### src/rtl/sort_mem_if.sv
`default_nettype none
// ---------------------------------------------------------------------------
// sort_mem_if : single-port data memory bus shared by the sort sequencer
// Revision: 1.0
// ---------------------------------------------------------------------------
interface sort_mem_if #(
    parameter int ADDR_W = 5,
    parameter int DATA_W = 32
);
    logic              write_en;
    logic              mode;
    logic [ADDR_W-1:0] address;
    logic [DATA_W-1:0] data_in;
    logic [DATA_W-1:0] data_out;

    modport master (
        output write_en, mode, address, data_in,
        input  data_out
    );

    modport slave (
        input  write_en, mode, address, data_in,
        output data_out
    );
endinterface
`default_nettype wire

### src/rtl/sort_sequencer.sv
`default_nettype none
// ---------------------------------------------------------------------------
// sort_sequencer : in-place ascending bubble sort (early exit) over data memory
// Revision: 1.0
// ---------------------------------------------------------------------------
module sort_sequencer #(
    parameter int DATA_W    = 32,
    parameter int ADDR_W    = 5,
    parameter int SIZE_ADDR = 1,
    parameter int BASE_ADDR = 2,
    parameter int CNT_W     = 16
) (
    input  wire logic             clk,
    input  wire logic             rst,
    input  wire logic             start,
    output logic                  busy,
    output logic                  done,
    output logic                  err,
    sort_mem_if.master            mem,
    output logic [CNT_W-1:0]      swap_count,
    output logic [CNT_W-1:0]      pass_count
);

    localparam logic [ADDR_W-1:0] SIZE_A = ADDR_W'(SIZE_ADDR);
    localparam logic [ADDR_W-1:0] BASE_A = ADDR_W'(BASE_ADDR);
    localparam logic [ADDR_W:0]   MAX_N  = (ADDR_W+1)'((2**ADDR_W) - BASE_ADDR);
    localparam logic [CNT_W-1:0]  CNT_MAX = {CNT_W{1'b1}};

    typedef enum logic [3:0] {
        IDLE = 4'd0,  RD_N = 4'd1,  LD_N = 4'd2,  CHK  = 4'd3,
        RD_A = 4'd4,  LD_A = 4'd5,  RD_B = 4'd6,  LD_B = 4'd7,
        CMP  = 4'd8,  WR_A = 4'd9,  WR_B = 4'd10, ADV  = 4'd11,
        PASS = 4'd12, ERR  = 4'd13, DONE = 4'd14
    } state_t;

    state_t              state;
    state_t              state_next;
    logic [ADDR_W:0]     n;
    logic                n_bad;
    logic [ADDR_W:0]     limit;
    logic [ADDR_W-1:0]   j;
    logic [ADDR_W:0]     j_inc;
    logic                swapped;
    logic [DATA_W-1:0]   a;
    logic [DATA_W-1:0]   b;
    logic                more_in_pass;
    logic                sort_finished;

    assign j_inc         = {1'b0, j} + 1'b1;
    assign more_in_pass  = (j_inc < limit);
    assign sort_finished = !swapped || (limit == (ADDR_W+1)'(1));

    always_ff @(posedge clk or posedge rst) begin
        if (rst) begin
            state <= IDLE;
        end else begin
            state <= state_next;
        end
    end

    always_comb begin
        state_next   = state;
        mem.write_en = 1'b0;
        mem.mode     = 1'b0;
        mem.address  = '0;
        mem.data_in  = '0;
        busy         = (state != IDLE);
        done         = (state == DONE);
        case (state)
            IDLE: if (start) state_next = RD_N;
            RD_N: begin
                mem.address = SIZE_A;
                state_next  = LD_N;
            end
            LD_N: state_next = CHK;
            CHK: begin
                if (n_bad || (n > MAX_N))
                    state_next = ERR;
                else if (n <= (ADDR_W+1)'(1))
                    state_next = DONE;
                else
                    state_next = RD_A;
            end
            RD_A: begin
                mem.address = BASE_A + j;
                state_next  = LD_A;
            end
            LD_A: state_next = RD_B;
            RD_B: begin
                mem.address = BASE_A + j + ADDR_W'(1);
                state_next  = LD_B;
            end
            LD_B: state_next = CMP;
            CMP:  state_next = (a > b) ? WR_A : ADV;
            WR_A: begin
                mem.write_en = 1'b1;
                mem.mode     = 1'b1;
                mem.address  = BASE_A + j;
                mem.data_in  = b;
                state_next   = WR_B;
            end
            WR_B: begin
                mem.write_en = 1'b1;
                mem.mode     = 1'b1;
                mem.address  = BASE_A + j + ADDR_W'(1);
                mem.data_in  = a;
                state_next   = ADV;
            end
            ADV:  state_next = more_in_pass ? RD_A : PASS;
            PASS: state_next = sort_finished ? DONE : RD_A;
            ERR:  state_next = DONE;
            DONE: state_next = IDLE;
            default: state_next = IDLE;
        endcase
    end

    always_ff @(posedge clk or posedge rst) begin
        if (rst) begin
            n          <= '0;
            n_bad      <= 1'b0;
            limit      <= '0;
            j          <= '0;
            swapped    <= 1'b0;
            a          <= '0;
            b          <= '0;
            err        <= 1'b0;
            swap_count <= '0;
            pass_count <= '0;
        end else begin
            case (state)
                IDLE: begin
                    if (start) begin
                        swap_count <= '0;
                        pass_count <= '0;
                        err        <= 1'b0;
                    end
                end
                LD_N: begin
                    n     <= mem.data_out[ADDR_W:0];
                    // Any set bit above the count field makes n unrepresentable.
                    n_bad <= (mem.data_out[DATA_W-1:ADDR_W+1] != '0);
                end
                CHK: begin
                    limit   <= n - (ADDR_W+1)'(1);
                    j       <= '0;
                    swapped <= 1'b0;
                end
                LD_A: a <= mem.data_out;
                LD_B: b <= mem.data_out;
                CMP: begin
                    if (a > b) begin
                        swapped <= 1'b1;
                        if (swap_count != CNT_MAX)
                            swap_count <= swap_count + 1'b1;
                    end
                end
                ADV: begin
                    if (more_in_pass)
                        j <= j_inc[ADDR_W-1:0];
                end
                PASS: begin
                    if (pass_count != CNT_MAX)
                        pass_count <= pass_count + 1'b1;
                    if (!sort_finished) begin
                        limit   <= limit - (ADDR_W+1)'(1);
                        j       <= '0;
                        swapped <= 1'b0;
                    end
                end
                ERR: err <= 1'b1;
                default: ;
            endcase
        end
    end

endmodule
`default_nettype wire

### src/flat_wrapper.sv
// flat-port wrapper written by rule: the top's interface ports become plain ports
module sort_sequencer_flat 
#(
    parameter int DATA_W    = 32,
    parameter int ADDR_W    = 5,
    parameter int SIZE_ADDR = 1,
    parameter int BASE_ADDR = 2,
    parameter int CNT_W     = 16
)
  (clk, rst, start, busy, done, err, swap_count, pass_count, mem_write_en, mem_mode, mem_address, mem_data_in, mem_data_out);
  sort_mem_if #(.ADDR_W(ADDR_W), .DATA_W(DATA_W)) mem_i ();
  input  wire logic clk;
  input  wire logic rst;
  input  wire logic start;
  output logic busy;
  output logic done;
  output logic err;
  output logic [CNT_W-1:0] swap_count;
  output logic [CNT_W-1:0] pass_count;
  output wire logic [$bits(mem_i.write_en)-1:0] mem_write_en;
  output wire logic [$bits(mem_i.mode)-1:0] mem_mode;
  output wire logic [$bits(mem_i.address)-1:0] mem_address;
  output wire logic [$bits(mem_i.data_in)-1:0] mem_data_in;
  input wire logic [$bits(mem_i.data_out)-1:0] mem_data_out;
  assign mem_write_en = mem_i.write_en;
  assign mem_mode = mem_i.mode;
  assign mem_address = mem_i.address;
  assign mem_data_in = mem_i.data_in;
  assign mem_i.data_out = mem_data_out;
  sort_sequencer #(.DATA_W(DATA_W), .ADDR_W(ADDR_W), .SIZE_ADDR(SIZE_ADDR), .BASE_ADDR(BASE_ADDR), .CNT_W(CNT_W)) u_core (.clk(clk), .rst(rst), .start(start), .busy(busy), .done(done), .err(err), .mem(mem_i), .swap_count(swap_count), .pass_count(pass_count));
endmodule
### config.mk
export PLATFORM = sky130hd
export DESIGN_NAME = sort_sequencer_flat
export DESIGN_NICKNAME = d
export VERILOG_FILES = /design/src/rtl/sort_mem_if.sv /design/src/rtl/sort_sequencer.sv /design/src/flat_wrapper.sv
export SDC_FILE = /design/constraint.sdc
export NUM_CORES = 1
export LEC_CHECK = 0
export ABC_AREA = 1
export CAP_MARGIN = 20
export CORE_MARGIN = 4
export CORE_UTILIZATION = 25
export CTS_BUF_LIST = sky130_fd_sc_hd__clkbuf_2
export DETAILED_ROUTE_END_ITERATION = 10
export PLACE_DENSITY_LB_ADDON = 0.15
export SYNTH_ARGS = -nofsm -noshare
export SYNTH_HDL_FRONTEND = slang
export SYNTH_SLANG_ARGS = --single-unit
### constraint.sdc
create_clock -name clk -period 3.37 [get_ports clk]
set_clock_uncertainty 0.1 [all_clocks]
set_input_delay 0.337 -clock clk [delete_from_list [all_inputs] [get_ports clk]]
set_output_delay 0.337 -clock clk [all_outputs]
set_load 0.01 [all_outputs]
==> impl_metrics.csv <==
group,metric,value,unit
drt,dr.pass1.iters,4,
global_route,grt_pass1_wl,34700,um
cts,cts_num_sinks,120,
floorplanning,die_x,178,um
cells_and_area,instances_no_fill,1449,
cts,htreeDepth,4,
yosys,yosysWarningCount,0,
cells_and_area,nets,1139,
global_route,grt_max_degree,52,
power,internal_power,0.00378,W
drt,ant_nets,0,
floorplanning,coreArea,28100,um^2
sta,drv_slew,0,
yosys,synth-async-reset-ratio,1.00,
cts,cts_tree,"done",
min_path,min_path_type,"in -> reg",
global_route,antenna_found_initial,1,
yosys,synthesis.area,7200,um^2
cells_and_area,area_growth,27.0,%
power,pwr-share-seq,0.348,
power,vdd_drop_max,0.289,mV
cts,clk_latency,0.70,ns
critical_path,critPathCaptureType,"primary output",
cts,numCtsBuffers,17,
drt,via_count,6391,
yosys,avgSynthCellArea,7.66,um^2
power,power_frac_comb,0.486,
sta,timing_hold_violations_final,0,
cells_and_area,drive_gt1_frac,0.0786,
sta,setup_viol,0,
placement,placedCellCount,1411,
sta,rsz0062_at_grt,"yes",
floorplanning,dieArea,31600,um^2
placement,gp_congestion,0.802,
yosys,syn_nets,1023,
cts,path_clk_slew,0.22,ns
drt,via_per_inst,4.41,
sta,fin_setup_tns,0,ns
floorplanning,initial_core_util,0.256,
status,run_status,"complete, no violations",
global_route,overflow,0,
placement,port_buffers,108,
critical_path,start_kind,"register",
run,maxCapViolCount,0,
floorplanning,num_rows,61,
sta,whs,0.110,ns
power,powerDensity,738,nW/um^2
drt,drc,0,
critical_path,required,2.93,ns
sta,fin_crit_sh,0.930,
power,leakage,4.10,nW
yosys,synth_seq_cells,120,
cts,clockRootBuffer,"clkbuf_2",
yosys,synth_ff_type,"dfrtp_1",
drt,wl_per_cell,14.5,um
power,finalPower,0.00675,W
placement,hpwl,15300,um
floorplanning,dieHeight,178,um
critical_path,cp.arrival,2.70,ns
sta,period_minus_slack,3.13,ns
critical_path,reg2reg_slack,0.75,ns
sta,relSlewSlack,0.484,
power,p_sw,0.00297,W
yosys,ys_types,41,
global_route,grt_pass1_vias,6400,
sta,worst_pin_slew,0.772,ns
yosys,ys_seq_area_frac,0.417,
cts,cts_buffer_depth,2,
power,power_frac_clock,0.166,
drt,drt_wl_total,21000,um
power,swShare,0.440,
drt,drtIter0Drc,430,
critical_path,path_max_fanout,33,
yosys,synth_edf_count,0,
yosys,syn_inst,940,
global_route,grt_usage,0.138,
critical_path,worstSetupPathType,"reg -> out",
sta,fmax,319,MHz
floorplanning,ios,109,
-- final cells by class --
cell class / count / area [um^2]
Antenna cell: 2 / 5.00
Clock buffer: 17 / 85.1
Clock inverter: 15 / 203
Fill cell: 3082 / 18900
Inverter: 120 / 459
Multi-Input combinational cell: 673 / 3670
Sequential cell: 120 / 3000
Tap cell: 378 / 473
Timing Repair Buffer: 124 / 1240
-- metal layers --
metal  GRT usage  share of wire  vias to the layer above
met4      0.0374          0.012                        0
met2       0.216           0.45                       97
met3      0.0292          0.035                       18
met5           0              0                        -
li1            -              -                     3295
met1       0.195           0.50                     2981
-- layout by cell type, fill, tap and decap left out, drive strengths merged --
master         instances
clkdlybuf4s50        106
dlygate4sd3            2
a22oi                  2
buf                   14
nand2                254
o21a                   2
clkinvlp               4
clkinv                10
o21ai                115
and3                   1
o22ai                  5
clkbuf                17
and2                   1
nand3                 41
nor2                  89
ha                    48
nor3                  11
a31oi                  2
o221ai                 2
o31ai                  1
inv                  117
dlymetal6s2s           2
mux2                  12
nor4                  10
a32o                   1
a21o                   1
o2111ai                1
a41oi                  1
a21oi                 24
xor2                  24
xnor2                  6
diode                  2
nor3b                  2
dfrtp                120
bufinv                 4
o211ai                 2
nand4                 14
o32ai                  1
-- timing repair --
action,in CTS,in global routing
hold buffers,1,1
gates cloned,0,0
setup buffers,1,1
hold endpoints to repair,2,1
resized for setup,23,22
endpoints found under the setup margin,30,39
-- Yosys cell counts, types with 2 or more instances --
master    number  area, um^2
a22oi_1        2        15.0
a21oi_1       23         115
nor4_1        10        62.6
nor3b_1        2        15.0
xor2_1        24         210
nand4_1       14        87.6
buf_6          2        22.5
mux2_2        12         135
o221ai_1       2        17.5
nand2_4        3        33.8
dfrtp_1      120        3000
o21a_1         2        15.0
buf_2          4        20.0
a31oi_1        2        12.5
clkbuf_1      18        67.6
o22ai_1        5        31.3
clkinv_1       2        7.51
nand2_1      250         938
nor3_1        11        55.1
xnor2_1        6        52.6
nor2_2         3        18.8
nand3_1       41         205
nor2_1        86         323
o21ai_0      114         571
o211ai_1       2        15.0
inv_1        117         439
ha_1          48         601
buf_4          2        15.0
-- registers in the layout, summed over array words and instances (netlist names) --
name,cells
u_core.n,6
u_core.a,32
u_core.state,4
u_core.pass_count,16
u_core.n_bad,1
u_core.swap_count,16
u_core.j,5
u_core.swapped,1
u_core.b,32
u_core.err,1
u_core.limit,6
-- through the flow --
stage | util | instance area (um^2) | setup WS [ns]
after floorplan | - | 7200 | 1.28
after global placement | 0.311 | 8740 | 0.598
after detailed placement | 0.311 | 8740 | 0.621
after CTS | 0.323 | 9070 | 0.000567
after global routing | 0.326 | 9140 | -0.0317
final | 0.326 | 9140 | 0.237
-- power by group through the flow --
stage                     combinational, W  clock, W  sequential, W
after floorplan                    0.00218         0        0.00230
after global placement             0.00321         0        0.00237
after detailed placement           0.00321         0        0.00238
after CTS                          0.00328   0.00117        0.00235
after global routing               0.00379   0.00125        0.00242
final                              0.00328   0.00112        0.00234
-- worst max-delay path, cell delays in order, from the launching register on --
cell and delay [ns]:
dfrtp_1 0.45, inv_1 0.11, nand2_1 0.14, nor2_2 0.23, buf_12 0.24, inv_1 0.10, o21ai_0 0.15, clkdlybuf4s50_1 0.59
-- kinds of logic after synthesis --
| family | count (synthesis) | share of synthesized area |
|---|---|---|
| fa+ha+maj | 48 | 0.0834 |
| compound gates | 160 | 0.119 |
| mux | 12 | 0.0188 |
| flops | 120 | 0.417 |
| simple gates | 423 | 0.244 |
| xor+xnor | 30 | 0.0365 |
| buf+inv | 147 | 0.0811 |
-- final timing paths --
path,from,cells past startpoint,endpoint
worst max-delay path,u_core.state[2],7,mem_data_in[0]
worst min-delay path,mem_data_out[29],3,u_core.b[29]
worst max register to register,u_core.state[0],12,u_core.swap_count[3]
worst min register to register,u_core.err,2,u_core.err
max in group asynchronous,rst,4,u_core.j[1]
min in group asynchronous,rst,3,u_core.b[26]
No activity file was read; power rests on OpenSTA's default activity.
